===== config.mk =====
export PLATFORM = sky130hd
export DESIGN_NAME = fcmp_pipe
export DESIGN_NICKNAME = d
export VERILOG_FILES = /design/src/rtl/fcmp_pipe.sv
export SDC_FILE = /design/constraint.sdc
export NUM_CORES = 1
export LEC_CHECK = 0
export CAP_MARGIN = 10
export CORE_UTILIZATION = 50
export DETAILED_ROUTE_END_ITERATION = 10
export PLACE_DENSITY = 0.78
export SYNTH_ARGS = -nofsm -noshare
export SYNTH_HDL_FRONTEND = slang
export SYNTH_SLANG_ARGS = --single-unit

===== constraint.sdc =====
create_clock -name clk -period 4.3 [get_ports clk]
set_input_delay 0.86 -clock clk [delete_from_list [all_inputs] [get_ports clk]]
set_output_delay 0.86 -clock clk [all_outputs]
set_load 0.005 [all_outputs]

===== src/rtl/fcmp_pipe.sv =====
// fcmp_pipe: two-stage single-precision compare/select unit (FEQ/FLT/FLE/FMIN/FMAX)
// behind a valid/ready handshake; the whole pipe stalls together on output backpressure.
module fcmp_pipe #(
  parameter int TAG_W = 5
) (
  input  logic             clk,
  input  logic             rst,
  input  logic             in_valid,
  output logic             in_ready,
  input  logic [2:0]       in_op,
  input  logic [TAG_W-1:0] in_tag,
  input  logic [31:0]      op1,
  input  logic [31:0]      op2,
  output logic             out_valid,
  input  logic             out_ready,
  output logic [31:0]      out_data,
  output logic [TAG_W-1:0] out_tag,
  output logic             out_illegal
);

  localparam logic [2:0] OP_FEQ  = 3'd0;
  localparam logic [2:0] OP_FLT  = 3'd1;
  localparam logic [2:0] OP_FLE  = 3'd2;
  localparam logic [2:0] OP_FMIN = 3'd3;
  localparam logic [2:0] OP_FMAX = 3'd4;

  // Sign-magnitude less-than with flushed zeros; gt reuses it with swapped arguments.
  function automatic logic fp_lt(input logic sign_a, input logic sign_b,
                                 input logic both_zero, input logic mag_lt,
                                 input logic mag_eq);
    logic r;
    if (both_zero) begin
      r = 1'b0;
    end else if (sign_a != sign_b) begin
      r = sign_a;
    end else if (!sign_a) begin
      r = mag_lt;
    end else begin
      r = !mag_lt && !mag_eq;
    end
    return r;
  endfunction

  logic             advance_s;

  logic             s1_valid_q,  s1_valid_d;
  logic [2:0]       s1_op_q,     s1_op_d;
  logic [TAG_W-1:0] s1_tag_q,    s1_tag_d;
  logic [31:0]      s1_op1_q,    s1_op1_d;
  logic [31:0]      s1_op2_q,    s1_op2_d;
  logic             s1_mag_lt_q, s1_mag_lt_d;
  logic             s1_mag_eq_q, s1_mag_eq_d;
  logic             s1_z1_q,     s1_z1_d;
  logic             s1_z2_q,     s1_z2_d;

  logic             out_valid_q,   out_valid_d;
  logic [31:0]      out_data_q,    out_data_d;
  logic [TAG_W-1:0] out_tag_q,     out_tag_d;
  logic             out_illegal_q, out_illegal_d;

  logic             both_zero_s;
  logic             eq_s;
  logic             lt_s;
  logic             gt_s;
  logic [31:0]      res_data_s;
  logic             res_ill_s;

  // Handshake: the pipe moves only when the output slot is free or being drained.
  always_comb begin
    advance_s = !out_valid_q || out_ready;
    in_ready  = advance_s && !rst;
  end

  // Stage 1: capture request and do the single magnitude comparison.
  always_comb begin
    if (advance_s) begin
      s1_valid_d  = in_valid;
      s1_op_d     = in_op;
      s1_tag_d    = in_tag;
      s1_op1_d    = op1;
      s1_op2_d    = op2;
      s1_mag_lt_d = op1[30:0] <  op2[30:0];
      s1_mag_eq_d = op1[30:0] == op2[30:0];
      s1_z1_d     = op1[30:23] == 8'd0;
      s1_z2_d     = op2[30:23] == 8'd0;
    end else begin
      s1_valid_d  = s1_valid_q;
      s1_op_d     = s1_op_q;
      s1_tag_d    = s1_tag_q;
      s1_op1_d    = s1_op1_q;
      s1_op2_d    = s1_op2_q;
      s1_mag_lt_d = s1_mag_lt_q;
      s1_mag_eq_d = s1_mag_eq_q;
      s1_z1_d     = s1_z1_q;
      s1_z2_d     = s1_z2_q;
    end
  end

  // Stage 2: sign resolution and result select.
  always_comb begin
    both_zero_s = s1_z1_q && s1_z2_q;
    eq_s        = both_zero_s || (s1_op1_q == s1_op2_q);
    lt_s        = fp_lt(s1_op1_q[31], s1_op2_q[31], both_zero_s, s1_mag_lt_q, s1_mag_eq_q);
    // b < a in magnitude is exactly "neither a < b nor a == b".
    gt_s        = fp_lt(s1_op2_q[31], s1_op1_q[31], both_zero_s,
                        !s1_mag_lt_q && !s1_mag_eq_q, s1_mag_eq_q);
    res_data_s  = 32'd0;
    res_ill_s   = 1'b0;
    case (s1_op_q)
      OP_FEQ:  res_data_s = {31'd0, eq_s};
      OP_FLT:  res_data_s = {31'd0, lt_s};
      OP_FLE:  res_data_s = {31'd0, lt_s || eq_s};
      OP_FMIN: res_data_s = gt_s ? s1_op2_q : s1_op1_q;
      OP_FMAX: res_data_s = lt_s ? s1_op2_q : s1_op1_q;
      default: begin
        res_data_s = 32'd0;
        res_ill_s  = 1'b1;
      end
    endcase
  end

  // Output slot: load stage-2 result on advance, otherwise hold it stable.
  always_comb begin
    if (advance_s) begin
      out_valid_d   = s1_valid_q;
      out_data_d    = res_data_s;
      out_tag_d     = s1_tag_q;
      out_illegal_d = res_ill_s;
    end else begin
      out_valid_d   = out_valid_q;
      out_data_d    = out_data_q;
      out_tag_d     = out_tag_q;
      out_illegal_d = out_illegal_q;
    end
  end

  // Pipeline registers with synchronous reset; reset discards anything in flight.
  always_ff @(posedge clk) begin
    if (rst) begin
      s1_valid_q    <= 1'b0;
      s1_op_q       <= 3'd0;
      s1_tag_q      <= {TAG_W{1'b0}};
      s1_op1_q      <= 32'd0;
      s1_op2_q      <= 32'd0;
      s1_mag_lt_q   <= 1'b0;
      s1_mag_eq_q   <= 1'b0;
      s1_z1_q       <= 1'b0;
      s1_z2_q       <= 1'b0;
      out_valid_q   <= 1'b0;
      out_data_q    <= 32'd0;
      out_tag_q     <= {TAG_W{1'b0}};
      out_illegal_q <= 1'b0;
    end else begin
      s1_valid_q    <= s1_valid_d;
      s1_op_q       <= s1_op_d;
      s1_tag_q      <= s1_tag_d;
      s1_op1_q      <= s1_op1_d;
      s1_op2_q      <= s1_op2_d;
      s1_mag_lt_q   <= s1_mag_lt_d;
      s1_mag_eq_q   <= s1_mag_eq_d;
      s1_z1_q       <= s1_z1_d;
      s1_z2_q       <= s1_z2_d;
      out_valid_q   <= out_valid_d;
      out_data_q    <= out_data_d;
      out_tag_q     <= out_tag_d;
      out_illegal_q <= out_illegal_d;
    end
  end

  assign out_valid   = out_valid_q;
  assign out_data    = out_data_q;
  assign out_tag     = out_tag_q;
  assign out_illegal = out_illegal_q;

endmodule

==> run summary, run 1 <==
LOGIC SYNTHESIS
-------------------------------------------------------------------------------------
Complex-gate fraction of the synthesized area                                  21.51%
Share of cell area taken by muxes after synthesis                             0.1942%
Ys async rst share                                                                 0%
Post-synth top cells                                                     sky130_fd_sc_hd__nand2_1 (193), sky130_fd_sc_hd__a21oi_1 (119), sky130_fd_sc_hd__dfxtp_1 (116)
Cell types occupying the most area after synthesis                       sky130_fd_sc_hd__dfxtp_1 (40%), sky130_fd_sc_hd__nand2_1 (12%), sky130_fd_sc_hd__a21oi_1 (10%)
Biggest area consumer among synthesized cells                            sky130_fd_sc_hd__dfxtp_1
Post-synthesis area per instance                                            7.671 µm²
Post-synthesis share of cell area spent on and, or, nand and nor gates         21.14%
Cell area after synthesis                                                0.005799 mm²
Unique cell type count in the Yosys netlist                                        41
Share of the synthesized area in the top cell type                             40.04%
Count of yosys warnings during synthesis                                            0
Adder-Cell Fraction of Synth Area                                              6.688%
Count of mapped cells out of synthesis                                            756
Post-synth EDFFs                                                                    0
Cell with the most instances after synthesis                             sky130_fd_sc_hd__nand2_1
Area share of xor/xnor cells in the synthesized design                         4.984%
Number of flip-flops and latches in the synthesized netlist                       116
Net count of the mapped netlist                                                   863
Fraction of the yosys area taken by sequential cells                           40.04%
Combinational family with the most area after synthesis                  compound AO/OA/AOI/OAI gates
Top_reg_cell synth                                                       sky130_fd_sc_hd__dfxtp_1

TIMING
-------------------------------------------------------------------------------------
Max frequency                                                               321.1 MHz
Total Neg Setup Slack                                                            0 ns
Headroom to the max-slew limit                                                 56.06%
Least-Margin Pin Slew                                                       0.6578 ns
Final period utilization                                                       72.43%
Hold Vio Cnt, Final                                                                 0
Fin crit period                                                              3.114 ns
RSZ-0062 raised after global routing                                               no
Number of setup violations in the final report                                      0
Max Clock Skew                                                            0.006846 ns
Count of final max-slew check failures                                              0

RUN
-------------------------------------------------------------------------------------
Maximum capacitance violations                                                      0

ROUTING
-------------------------------------------------------------------------------------
DRC Markers                                                                         0
Number of DRC markers in iteration 0                                              366
Average routed wire per standard cell                                        16.07 µm
Total Routed Length                                                          16140 µm
Number of vias after detailed routing                                            5571
Routed wl met3                                                                1075 µm
Met2 WL post-DR                                                               7788 µm
Routed metal-1 wire length                                                    6968 µm
Top sig layer                                                                    met4
Number of antenna-violating nets in the routed design                               0
Avg Vias per Cell                                                               5.549
TritonRoute pass-1 iters                                                            5

FLOORPLANNING
-------------------------------------------------------------------------------------
Std cell rows                                                                      38
Floorplan die area                                                        0.01203 mm²
Area of the core                                                          0.01108 mm²
Die width                                                                    109.7 µm
Number of placed I/O pins                                                         116
Vertical die dimension                                                       109.7 µm
Initial core utilization                                                       52.35%

FINISH
-------------------------------------------------------------------------------------
Net total in the final layout                                                     958
Share of cells above drive strength 1                                          6.134%
Count of antenna diodes in the layout                                               0
Post-Layout Cell Count                                                           1004
Syn-to-layout area delta                                                       31.28%

CLOCK NETWORK
-------------------------------------------------------------------------------------
Depth of the CTS H-tree                                                             4
Total setup buffers inserted after CTS                                              0
Clock-pin slew of the registers on the worst-case setup and hold paths        0.06 ns
Number of buffers created by CTS                                                   17
CTS tree                                                                         done
Number of sinks handled by clock tree synthesis                                   116
PostCTS Resize Cnt                                                                  0
Maximum buffer depth of the clock tree                                              2
CTS root buf                                                             sky130_fd_sc_hd__clkbuf_16
Clock insertion delay at the later pin of the skew report                     0.41 ns
Hold buffer count at cts                                                            0

WORST SETUP PATH
-------------------------------------------------------------------------------------
Critical path arrival                                                         2.25 ns
Critical Path RT                                                              3.44 ns
Crit path kind                                                              in -> out
Critical Path Fanout Max                                                           14
CP endpoint kind                                                         primary output
Type of element launching the critical path                                 input pin

GRT
-------------------------------------------------------------------------------------
First-pass GRT wire length                                                   25460 µm
Global-route usage over all layers                                             27.76%
Initial antenna violation count                                                     0
Number of global-route vias before repair                                        5320
Remaining global-route overflow                                                     0
Pin count of the biggest net entering global routing                               64

PLACEMENT
-------------------------------------------------------------------------------------
# port buffers                                                                    115
Weighted congestion at the end of routability-driven global placement          0.8694
Number of instances in the placed design                                          972
Detailed placer's ending HPWL                                                11370 µm

HOLD PATH
-------------------------------------------------------------------------------------
Worst hold-check path type                                                 reg -> reg

POWER
-------------------------------------------------------------------------------------
Areal power density over the cells                                       387.7 mW/mm²
Leak pwr                                                                  0.003135 µW
IR Drop Worst-Case VDD                                                      0.3447 mV

RUN STATUS
-------------------------------------------------------------------------------------
Outcome                                                                     completed

## registers in the layout, summed over array words and instances (netlist names)
signal,cells
s1_mag_eq_q,1
out_tag,5
s1_op_q,3
s1_z2_q,1
s1_op2_q,32
out_data,32
out_valid,1
s1_op1_q,32
s1_z1_q,1
s1_valid_q,1
out_illegal,1
s1_tag_q,5
s1_mag_lt_q,1
## critical path, stage by stage
cell and delay [ns]:
sky130_fd_sc_hd__clkdlybuf4s50_1 0.46, sky130_fd_sc_hd__nor2b_4 0.34, sky130_fd_sc_hd__nor2_1 0.11, sky130_fd_sc_hd__clkdlybuf4s50_1 0.48
## metrics by stage
stage                     util, %  total power (µW)  worst slack [ns]  hold slack [ns]  area [µm²]
final                       68.73              2952             1.186           0.4501        7614
after global routing        68.73              3053             1.143           0.4757        7614
after floorplan                 -              1386             1.834           0.4321        5799
after detailed placement    63.36              1563             1.197           0.4451        7019
after global placement      63.36              1552             1.214           0.4380        7019
after CTS                   68.73              2960             1.184           0.4513        7614
## per-layer routing
metal  track usage [%]  vias up
met4             8.667        0
met2             47.35      185
met5                 0        -
met1             34.99     2626
met3             5.868       24
li1                  -     2736
## area by class of cell
cell class | instances | area, µm²
inverter | 32 | 120.1
fill | 893 | 3465
tap | 140 | 175.2
clock buffer | 18 | 439.2
timing repair buffer | 125 | 1224
clock inverter | 14 | 155.1
sequential | 116 | 2322
multi-input combinational | 559 | 3178
## power by group
| part | total [µW] | internal (µW) | switching, µW |
|---|---|---|---|
| Sequential | 1180 | 1130 | 45.8 |
| Clock | 1400 | 873 | 531 |
| Combinational | 372 | 179 | 193 |
| Total | 2950 | 2180 | 770 |
## placed cells by master (no fill, tap or decap), types with 30 or more instances in the layout
master / n
sky130_fd_sc_hd__nand2_1: 193
sky130_fd_sc_hd__a21oi_1: 119
sky130_fd_sc_hd__dfxtp_1: 116
sky130_fd_sc_hd__clkdlybuf4s50_1: 114
sky130_fd_sc_hd__inv_1: 32
sky130_fd_sc_hd__xor2_1: 32
sky130_fd_sc_hd__o21ai_1: 31
sky130_fd_sc_hd__ha_1: 31
sky130_fd_sc_hd__a21boi_1: 30
sky130_fd_sc_hd__and2_0: 30
## logic make-up after synthesis
logic type,Yosys count
mux,1
buf+inv,81
flops,116
fa+ha+maj,31
simple gates,277
compound gates,217
xor+xnor,33
## path summary, 6_finish.rpt
check,start,endpoint,slack (ns),cells after the start
setup / recovery,out_ready,in_ready,1.19,4
hold / removal,s1_tag_q[2],s1_tag_q[2],0.45,2
setup reg to reg,s1_op_q[2],out_data[21],2.07,6
hold reg to reg,s1_tag_q[2],s1_tag_q[2],0.45,2
(Power assumes the default switching activity.)
==> inputs of run 2 (changes only) <==
--- a/config.mk
+++ b/config.mk
@@ -6,9 +6,9 @@
 export NUM_CORES = 1
 export LEC_CHECK = 0
 export CAP_MARGIN = 10
-export CORE_UTILIZATION = 50
+export CORE_UTILIZATION = 47
 export DETAILED_ROUTE_END_ITERATION = 10
-export PLACE_DENSITY = 0.78
+export PLACE_DENSITY = 0.77
 export SYNTH_ARGS = -nofsm -noshare
 export SYNTH_HDL_FRONTEND = slang
 export SYNTH_SLANG_ARGS = --single-unit
==> constraint.sdc (replaced) <==
create_clock -name clk -period 2.8 [get_ports clk]
set_input_delay 0.56 -clock clk [delete_from_list [all_inputs] [get_ports clk]]
set_output_delay 0.56 -clock clk [all_outputs]
set_load 0.005 [all_outputs]
==> run 2 against run 1 <==
Effect of this change:
- clock power grew 68%
- cell area grew 1.2%
- worst setup slack got worse by 0.91 ns
- flip-flop and latch count unchanged
- critical path depth up 3
- clock skew rose by 0.0019 ns
- final cell count is 0.80% higher
- clock-buffer cell count grew 5
- register-to-register slack got worse by 1.8 ns
- sequential power is 53% higher
- wire length is 1.5% higher
- critical path type is now reg -> reg
- critical endpoint is now out_data[4]
- highest routed layer unchanged
==> run summary, run 2 (synthesis gave the netlist of run 1 again) <==
RUN STATUS
-------------------------------------------------------------------------------------
Outcome                                                                     completed

TIMING
-------------------------------------------------------------------------------------
Hold Vio Cnt, Final                                                                 0   unchanged
Headroom to the max-slew limit                                                 36.63%   -19 points
Max frequency                                                               396.4 MHz
Number of setup violations in the final report                                      0   unchanged
Hold Worst Slack                                                            0.4523 ns   +0.002202 ns
Fin crit period                                                              2.523 ns
Least-Margin Pin Slew                                                       0.9449 ns   +0.2871 ns
Total Neg Setup Slack                                                            0 ns   unchanged
Final period utilization                                                       90.11%
RSZ-0062 raised after global routing                                               no
Count of final max-slew check failures                                              0   unchanged
Max Clock Skew                                                            0.008778 ns   +0.001933 ns

CLOCK NETWORK
-------------------------------------------------------------------------------------
Clock insertion delay at the later pin of the skew report                     0.42 ns   about the same
Total setup buffers inserted after CTS                                              0   unchanged
Depth of the CTS H-tree                                                             4   unchanged
PostCTS Resize Cnt                                                                  0   unchanged
Clock-pin slew of the registers on the worst-case setup and hold paths        0.05 ns   about the same
Number of sinks handled by clock tree synthesis                                   116   unchanged
Number of buffers created by CTS                                                   17   unchanged
Maximum buffer depth of the clock tree                                              2   unchanged
Hold buffer count at cts                                                            0   unchanged
CTS root buf                                                             sky130_fd_sc_hd__clkbuf_16
CTS tree                                                                         done

WORST SETUP PATH
-------------------------------------------------------------------------------------
Critical Path RT                                                              3.14 ns   -0.30 ns
Type of element launching the critical path                                 flip-flop
Critical path arrival                                                         2.86 ns   +0.61 ns
Worst reg2reg startpoint                                                   s1_op_q[0]
Critical Path Fanout Max                                                           18   +4
Crit path kind                                                             reg -> reg
Startpoint of the most critical setup path                                 s1_op_q[0]
CP endpoint kind                                                            flip-flop

GRT
-------------------------------------------------------------------------------------
Initial antenna violation count                                                     0   unchanged
First-pass GRT wire length                                                   26790 µm   +5.2%
Global-route usage over all layers                                             26.72%   -1.0 points
GR Util met3                                                                   5.838%   -0.030 points
Layer with the highest usage after global routing                                met2
Met1 layer usage reported by global route                                      33.09%   -1.9 points
Pin count of the biggest net entering global routing                              119   +86%
Remaining global-route overflow                                                     0   unchanged
Number of global-route vias before repair                                        5577   +4.8%
Met2 global-route usage                                                        45.03%   -2.3 points

FINISH
-------------------------------------------------------------------------------------
Share of cells above drive strength 1                                          6.127%   -0.0071 points
Syn-to-layout area delta                                                       32.88%
Commonest cells after routing, fill and taps aside                       sky130_fd_sc_hd__nand2_1 (193), sky130_fd_sc_hd__a21oi_1 (119), sky130_fd_sc_hd__dfxtp_1 (116), sky130_fd_sc_hd__clkdlybuf4s50_1 (114)
Most common cell after layout, fill and taps aside                       sky130_fd_sc_hd__nand2_1
Count of antenna diodes in the layout                                               0   unchanged
Net total in the final layout                                                     959   +0.10%

RUN
-------------------------------------------------------------------------------------
Maximum capacitance violations                                                      0   unchanged

ROUTING
-------------------------------------------------------------------------------------
Number of antenna-violating nets in the routed design                               0   unchanged
Number of vias after detailed routing                                            5669   +1.8%
Number of DRC markers in iteration 0                                              499   +36%
TritonRoute pass-1 iters                                                            5   unchanged
Avg Vias per Cell                                                               5.602   +0.95%
Total Routed Length                                                          16380 µm   +1.5%
DRC Markers                                                                         0   unchanged
Average routed wire per standard cell                                        16.19 µm   +0.70%

FLOORPLANNING
-------------------------------------------------------------------------------------
Floorplan die area                                                        0.01279 mm²   +6.3%
Vertical die dimension                                                       113.1 µm   +3.1%
Number of placed I/O pins                                                         116   unchanged
Die width                                                                    113.1 µm   +3.1%
Std cell rows                                                                      40   +5.3%
Area of the core                                                          0.01201 mm²   +8.4%
Initial core utilization                                                       48.28%   -4.1 points

POWER
-------------------------------------------------------------------------------------
IR Drop Worst-Case VDD                                                      0.3744 mV   +8.6%
Leak pwr                                                                  0.003177 µW   +1.3%
Areal power density over the cells                                       613.9 mW/mm²   +58%

PLACEMENT
-------------------------------------------------------------------------------------
Detailed placer's ending HPWL                                                11420 µm   +0.39%
Weighted congestion at the end of routability-driven global placement          0.8883   +2.2%
# port buffers                                                                    115   unchanged

HOLD PATH
-------------------------------------------------------------------------------------
Worst hold-check path type                                                 reg -> reg
Min-Delay Startpoint                                                       s1_valid_q

## run 2: per-stage QoR
| step | setup slack (ns) | cell area (µm²) | power, µW | cells | util, % |
|---|---|---|---|---|---|
| floorplan | 0.9337 | 5799 | 2129 | 756 | - |
| global placement | 0.2312 | 7061 | 2386 | 980 | 58.78 |
| detailed placement | 0.01687 | 7061 | 2407 | 980 | 58.78 |
| CTS | 0.3385 | 7706 | 4750 | 1012 | 64.16 |
| global route | 0.05443 | 7706 | 4904 | 1012 | 64.16 |
| finish | 0.2770 | 7706 | 4731 | 1012 | 64.16 |
## run 2: metal layers
| layer | part of all wire (%) | wire length [µm] |
|---|---|---|
| met5 | 0 | 0 |
| met4 | 2.1 | 336 |
| met3 | 6.8 | 1116 |
| met2 | 49 | 7989 |
| met1 | 42 | 6938 |
## run 2: where the power goes
part,switching [µW],internal [µW]
Clock,746,1600
Sequential,70.0,1740
Combinational,300,279
## run 2: final timing paths
path                 end  cells past startpoint  slack, ns
min           s1_valid_q                      2       0.45
min reg2reg   s1_valid_q                      2       0.45
max reg2reg  out_data[4]                      7       0.28
max          out_data[4]                      7       0.28
## run 2: final cells by class
class                      count  area, µm²
tap                          147      183.9
fill                        1046       4305
clock buffer                  23      498.0
clock inverter                 9      147.6
multi-input combinational    559       3178
timing repair buffer         126       1256
sequential                   116       2322
inverter                      32      120.1
## run 2: critical path, cell delays in order (launching register included)
cell and delay (ns):
sky130_fd_sc_hd__dfxtp_1 0.47, sky130_fd_sc_hd__nand2_1 0.13, sky130_fd_sc_hd__or2_2 0.30, sky130_fd_sc_hd__o31ai_2 0.76
sky130_fd_sc_hd__buf_4 0.37, sky130_fd_sc_hd__and2_0 0.16, sky130_fd_sc_hd__o21ai_1 0.08, sky130_fd_sc_hd__a21oi_1 0.17
